File: config.mk
export PLATFORM = sky130hd
export DESIGN_NAME = rs232_bus_master
export DESIGN_NICKNAME = d
export VERILOG_FILES = /design/src/rtl/rs232_bus_master.sv
export SDC_FILE = /design/constraint.sdc
export NUM_CORES = 1
export LEC_CHECK = 0
export ABC_AREA = 1
export CAP_MARGIN = 0
export CORE_MARGIN = 10
export CORE_UTILIZATION = 40
export CTS_BUF_LIST = sky130_fd_sc_hd__clkbuf_4
export DETAILED_ROUTE_END_ITERATION = 10
export DONT_BUFFER_PORTS = 1
export MAX_ROUTING_LAYER = met4
export SYNTH_ARGS = -nofsm -noshare
export SYNTH_HDL_FRONTEND = slang
export SYNTH_SLANG_ARGS = --single-unit
File: constraint.sdc
create_clock -name clk -period 4.7 [get_ports clk]
set_clock_uncertainty 0.2 [all_clocks]
set_input_delay 0.705 -clock clk [delete_from_list [all_inputs] [get_ports clk]]
set_output_delay 0.705 -clock clk [all_outputs]
set_load 0.01 [all_outputs]
File: src/rtl/rs232_bus_master.sv
// Serial-line bus initiator: parses 'W'/'R' byte commands from the rx buffer,
// runs one transaction on the stb/we/addr/ack bus and streams the reply to tx.
module rs232_bus_master #(
    parameter int unsigned byte_timeout = 5_000_000,
    parameter int unsigned bus_timeout  = 255
) (
    input  logic        clk,
    input  logic        rst,
    input  logic [7:0]  rx_data,
    input  logic        rx_empty,
    output logic        rx_rd,
    output logic [7:0]  tx_data,
    input  logic        tx_full,
    output logic        tx_wr,
    output logic        bus_stb,
    output logic        bus_we,
    output logic [23:0] bus_addr,
    output logic [31:0] bus_wdata,
    input  logic [31:0] bus_rdata,
    input  logic        bus_ack,
    output logic        busy,
    output logic [2:0]  dbg_state
);

    localparam logic [2:0] IDLE  = 3'd0;
    localparam logic [2:0] ADDR  = 3'd1;
    localparam logic [2:0] WDATA = 3'd2;
    localparam logic [2:0] BUS   = 3'd3;
    localparam logic [2:0] REPLY = 3'd4;
    localparam logic [2:0] NAK   = 3'd5;

    localparam logic [7:0] CMD_W = 8'h57;
    localparam logic [7:0] CMD_R = 8'h52;
    localparam logic [7:0] ACK_B = 8'h06;
    localparam logic [7:0] NAK_B = 8'h15;

    localparam int BT_W = $clog2(byte_timeout + 1);
    localparam int BS_W = $clog2(bus_timeout + 1);
    localparam logic [BT_W-1:0] BT_LAST = BT_W'(byte_timeout - 1);
    localparam logic [BS_W-1:0] BS_LAST = BS_W'(bus_timeout - 1);

    logic [2:0]      state;
    logic [7:0]      cmd;
    logic [1:0]      fld_cnt;
    logic [BT_W-1:0] byte_cnt;
    logic [BS_W-1:0] bus_cnt;
    logic [31:0]     reply;
    logic [2:0]      reply_left;
    logic            want_rx;

    // Handshake: rx_rd and tx_wr are registered one-cycle strobes. The pop or
    // push takes effect at the clock edge that ends the strobe cycle (rx_data is
    // captured at that edge), and every strobe is followed by at least one low
    // cycle so the buffer flags can settle before the next decision.
    assign want_rx   = (state == IDLE) || (state == ADDR) || (state == WDATA);
    assign busy      = (state != IDLE);
    assign dbg_state = state;

    always_ff @(posedge clk or posedge rst) begin
        if (rst) begin
            state      <= IDLE;
            cmd        <= 8'h00;
            fld_cnt    <= 2'd0;
            byte_cnt   <= '0;
            bus_cnt    <= '0;
            reply      <= 32'h0;
            reply_left <= 3'd0;
            rx_rd      <= 1'b0;
            tx_wr      <= 1'b0;
            tx_data    <= 8'h00;
            bus_stb    <= 1'b0;
            bus_we     <= 1'b0;
            bus_addr   <= 24'h0;
            bus_wdata  <= 32'h0;
        end else begin
            rx_rd <= want_rx && !rx_empty && !rx_rd;
            tx_wr <= 1'b0;
            case (state)
                IDLE: begin
                    if (rx_rd) begin
                        cmd      <= rx_data;
                        fld_cnt  <= 2'd0;
                        byte_cnt <= '0;
                        state    <= (rx_data == CMD_W || rx_data == CMD_R) ? ADDR : NAK;
                    end
                end
                ADDR: begin
                    if (rx_rd) begin
                        bus_addr <= {bus_addr[15:0], rx_data};
                        byte_cnt <= '0;
                        fld_cnt  <= fld_cnt + 2'd1;
                        if (fld_cnt == 2'd2) begin
                            fld_cnt <= 2'd0;
                            if (cmd == CMD_W) begin
                                state <= WDATA;
                            end else begin
                                state   <= BUS;
                                bus_stb <= 1'b1;
                                bus_we  <= 1'b0;
                                bus_cnt <= '0;
                            end
                        end
                    end else if (byte_cnt == BT_LAST) begin
                        state <= IDLE;
                    end else begin
                        byte_cnt <= byte_cnt + 1'b1;
                    end
                end
                WDATA: begin
                    if (rx_rd) begin
                        bus_wdata <= {bus_wdata[23:0], rx_data};
                        byte_cnt  <= '0;
                        fld_cnt   <= fld_cnt + 2'd1;
                        if (fld_cnt == 2'd3) begin
                            state   <= BUS;
                            bus_stb <= 1'b1;
                            bus_we  <= 1'b1;
                            bus_cnt <= '0;
                        end
                    end else if (byte_cnt == BT_LAST) begin
                        state <= IDLE;
                    end else begin
                        byte_cnt <= byte_cnt + 1'b1;
                    end
                end
                BUS: begin
                    if (bus_ack) begin
                        bus_stb <= 1'b0;
                        state   <= REPLY;
                        if (bus_we) begin
                            reply      <= {ACK_B, 24'h0};
                            reply_left <= 3'd1;
                        end else begin
                            reply      <= bus_rdata;
                            reply_left <= 3'd4;
                        end
                    end else if (bus_cnt == BS_LAST) begin
                        bus_stb <= 1'b0;
                        state   <= NAK;
                    end else begin
                        bus_cnt <= bus_cnt + 1'b1;
                    end
                end
                REPLY: begin
                    // No timeout here: a full tx buffer stalls the reply indefinitely.
                    if (!tx_full && !tx_wr) begin
                        tx_wr      <= 1'b1;
                        tx_data    <= reply[31:24];
                        reply      <= {reply[23:0], 8'h00};
                        reply_left <= reply_left - 3'd1;
                        if (reply_left == 3'd1) state <= IDLE;
                    end
                end
                NAK: begin
                    if (!tx_full && !tx_wr) begin
                        tx_wr   <= 1'b1;
                        tx_data <= NAK_B;
                        state   <= IDLE;
                    end
                end
                default: state <= IDLE;
            endcase
        end
    end

endmodule
# == After elaboration in Yosys (flattened, before gate mapping) ==
# Index checks and enable logic that the tools add are counted.
# classes
addsub,4
mux,56
eq_ne,29
reduce_logical,31
# op_table
op,count
$mux 32,3
$mux 8,9
$mux 23,3
$pmux 32 s2,1
$pmux 23 s2,1
$mux 3,15
$eq 8x7->1 const B,3
$pmux 8 s3,1
$add 23x1->23 const B,1
$eq 23x23->1 const B,1
$ne 2x2->1 const B,10
$pmux 3 s6,1
$pmux 8 s2,1
$reduce_and 7->1,2
$mux 1,13
$reduce_and 3->1,3
$reduce_bool 3->1,3
$add 8x1->8 const B,1
$eq 8x8->1 const B,1
$mux 2,4
$reduce_and 8->1,1
$reduce_bool 2->1,4
$eq 3x1->1 const B,2
$eq 3x2->1 const B,2
19 further kinds,34
# word_totals
regBits,147
out_inout_bits,72

# == Depth between registers and ports, before layout ==
# depth
ltp_word,5
mapped_depth,11
depth_no_buf,11

# == Least setup slack after synthesis ==
# OpenSTA, ideal clock, no wires.
# synth_timing
path_kind,register -> output
from,register state[1] (netlist: dbg_state[1])
to,output port busy
n_path_buf,0
arrival_time_ns,0.934
stages_incl_launch_ff,5
slack_ns,2.861
cell_sequence,dfrtp_1 inv_2 nand2_4 nor2_1 inv_1
# synth_via
elab_chain_cells,1
# synth_lines
element,line,rtl
"start, declared",42,logic [2:0] state;
"start signal, assigned",84,state <= (rx_data == CMD_W || rx_data == CMD_R) ? ADDR : NAK;
$reduce_bool 3->1,56,assign busy = (state != IDLE);
"end, declared",21,"output logic busy,"
# Every way passes these cells.

# == Worst setup path in the final report ==
# Ends and elaborated chain as after synthesis.

==> flow_summary.yaml <==
timing:
  relSlewSlack_pct: 37.4
  setup_violations: 0
  hold_violations: 0
  fin_crit_sh_pct: 58.9
  fin_tns_setup_ns: 0
  min_period_ns: 2.77
  worstMarginPinSlew_ns: 0.935
  rsz0062_at_grt: "no"
  hold_slack_ns: 0.0857
  fmax_ghz: 0.361
  maxSlewViolCount: 0
logic_synthesis:
  synth_warnings: 0
  synth_cells: 878
  async_reset_ff_share_pct: 100
  ys_ff_latch: 147
  netlist_area_um2: 7200
  yosysTopAreaCell: "dfrtp_1"
  synthTopCellsByArea: "dfrtp_1 (51%), nand2_1 (13%), o21ai_0 (7.6%), inv_1 (5.2%), nor2_1 (3.8%)"
  synth_edf_count: 0
  synthMuxAreaShare_pct: 1.25
  synth_top_flop_cell: "dfrtp_1"
  ys_seq_area_share_pct: 51.1
  synth_compound_area_share_pct: 12.5
  synth_top_family_by_area: "simple AND/OR/NAND/NOR gates"
  synth_simple_gate_area_share_pct: 23.7
  synth.avg_cell_area_um2: 8.20
  synth_adder_area_share_pct: 1.56
  synth_cell_types: 43
  synth_xor_area_share_pct: 1.10
  synth_top_area_share_pct: 51.1
  syn-num-nets: 932
worst_setup_path:
  cp_max_fo: 6
  r2r_slack_ns: 2.02
  cp-start-kind: "flop"
  critical_path_arrival_ns: 1.86
  r2r-start: "rx_rd"
  r2r_end: "bus_we"
  r2r_cells: 7
  worstPathRequired_ns: 3.80
  worstSetupPathType: "flop to primary output"
  crit_path_end_kind: "primary output"
min_path:
  min_path_cells: 2
  worstHoldStart: "bus_rdata[18]"
  min_to: "reply[18]"
  hold_class: "input port to flop"
routing:
  wl_per_cell_um: 15.4
  vias: 5517
  vias_per_cell: 4.98
  drt-total-wl_um: 17100
  antenna_left: 0
  first_pass_iters: 4
  drc: 0
  drt-initial-drc-count: 411
power_and_ir_drop:
  cellPowerDensity_nw_per_um2: 581
  peakVddDrop_uv: 226
  leakage_nw: 3.61
  total_power_mw: 4.44
clock_network:
  path_clk_slew_ns: 0.13
  cts_setup_buffers: 0
  cts_sinks: 147
  cts_tree: "yes"
  root_buffer: "clkbuf_4"
  h-tree-depth: 4
  cts_buffers: 17
  clock_latency_ns: 0.57
  clk_path_buf_depth: 2
finish:
  regArea_um2: 3680
  fillers: 1748
  nNetsFinal: 923
  syn2layout_area_growth_pct: 6.14
  drive_gt1_share_pct: 9.30
  fin_util_pct: 43.7
  multi_input_area_um2: 2890
grt:
  grt_max_degree: 70
  antenna_found_initial: 1
  grt_use_total_pct: 14.4
  grt_pass1_wl_um: 27500
  first_global_vias: 5066
  grt_overflow: 0
die:
  die-area_um2: 23800
  die_y_um: 154
  fp-row-count: 48
  core_um2: 17500
  ios: 117
  die_width_um: 154
  initial_core_util_pct: 41.2
placed_design:
  routabilityCongestion: 0.888
  dp_hpwl_um: 12200
  numPortBuffers: 0
job:
  drv_cap: 0
outcome:
  status: "finished, final reports clean"
[flip-flops by register name, indices dropped and copies added (netlist names)]
signal      cells
cmd             8
byte_cnt       23
reply_left      3
bus_stb         1
bus_addr       24
rx_rd           1
tx_wr           1
bus_we          1
dbg_state       3
reply          32
bus_cnt         8
fld_cnt         2
bus_wdata      32
tx_data         8
[layer usage]
metal	share of wire (%)	vias to the layer above	global-route usage [%]
met5	0	-	-
met4	1.2	0	3.55
met3	6.9	21	4.71
met2	47	115	21.9
met1	45	2579	18.2
li1	-	2802	-
[repair_timing]
item                                    CTS  global route
gates resized for setup                   0             0
hold buffers                              2             0
endpoints found under the setup margin    0             0
hold endpoints to repair                 24             0
[worst max-delay path by stage]
stage / cells past startpoint / end / slack (ns) / startpoint
finish: 4 / busy / 1.93 / dbg_state[1]
global route: 7 / bus_we / 1.74 / rx_rd
CTS: 4 / busy / 1.87 / dbg_state[1]
detailed placement: 7 / bus_we / 2.02 / rx_rd
global placement: 7 / bus_we / 2.03 / rx_rd
floorplan: 1 / bus_addr[0] / 1.95 / rst
[synth_stat cells, types with 2 or more instances]
cell        n
nor3_1      6
dfrtp_1   147
clkbuf_1    7
a31oi_1     4
buf_4       3
nand3_2     3
buf_2      11
nand2_2     4
nand4_1    22
o21bai_1    3
a21oi_1    13
nand3_1    31
o21ai_1    19
buf_1       2
inv_2       9
mux2_2      8
o21ai_2     7
nand2_4     2
nor2_4      2
nor2_2      3
o21ai_0   109
buf_6       8
nand2_1   244
a22oi_1     2
ha_1        9
inv_1     100
nor2_8      2
inv_4       2
xor2_1      7
xnor2_1     2
nor2_1     73
o221ai_1    2
or2_2       2
[critical path: stages, from the launching register on]
cell and delay [ns]:
dfrtp_1 0.54, inv_2 0.15, nand2_4 0.09, nor2_1 0.39, inv_1 0.16
[kinds of logic (layout without fill, tap and decap cells)]
| kind of cell | Yosys count | in the layout |
|---|---|---|
| other | 0 | 1 |
| adder cells (fa/ha/maj) | 9 | 9 |
| XOR/XNOR | 9 | 9 |
| AO/OA/AOI/OAI | 165 | 165 |
| flip-flops | 147 | 147 |
| multiplexers | 8 | 8 |
| AND/OR/NAND/NOR | 397 | 397 |
| buffers and inverters | 143 | 147 |
[cells in the final DEF (no fill, tap or decap), types with 4 or more instances in the layout]
| cell type | synthesis | final |
|---|---|---|
| nand3_1 | 31 | 31 |
| inv_2 | 9 | 9 |
| o21ai_0 | 109 | 109 |
| nand2_2 | 4 | 5 |
| ha_1 | 9 | 9 |
| xor2_1 | 7 | 7 |
| o21ai_1 | 19 | 19 |
| inv_6 | 0 | 4 |
| clkbuf_4 | 0 | 17 |
| a21oi_1 | 13 | 13 |
| nor2_1 | 73 | 73 |
| mux2_2 | 8 | 8 |
| a31oi_1 | 4 | 4 |
| nand2_1 | 244 | 243 |
| inv_1 | 100 | 99 |
| nand4_1 | 22 | 22 |
| o21ai_2 | 7 | 7 |
| inv_8 | 0 | 4 |
| nor3_1 | 6 | 6 |
| dfrtp_1 | 147 | 147 |
[layout make-up]
class	instances	share of cell area, %
Clock inverter	15	2.39
Clock buffer	17	1.67
Timing Repair Buffer	4	0.623
Inverter	111	5.57
Antenna cell	1	0.0328
Sequential cell	147	48.2
Tap cell	225	3.69
Multi-Input combinational cell	588	37.9
[metrics by stage]
step	instance area, µm²	cells	worst slack (ns)
after floorplan	7200	878	1.95
after global placement	7300	1073	2.03
after detailed placement	7300	1073	2.02
after CTS	7630	1107	1.87
after global routing	7640	1108	1.74
final	7640	1108	1.93
[power breakdown]
part / switching, mW / internal [mW] / total (mW)
combinational: 0.989 / 0.424 / 1.41
clock: 0.556 / 0.296 / 0.852
sequential: 0.464 / 1.71 / 2.17
Power figures use the tool's default switching activity.
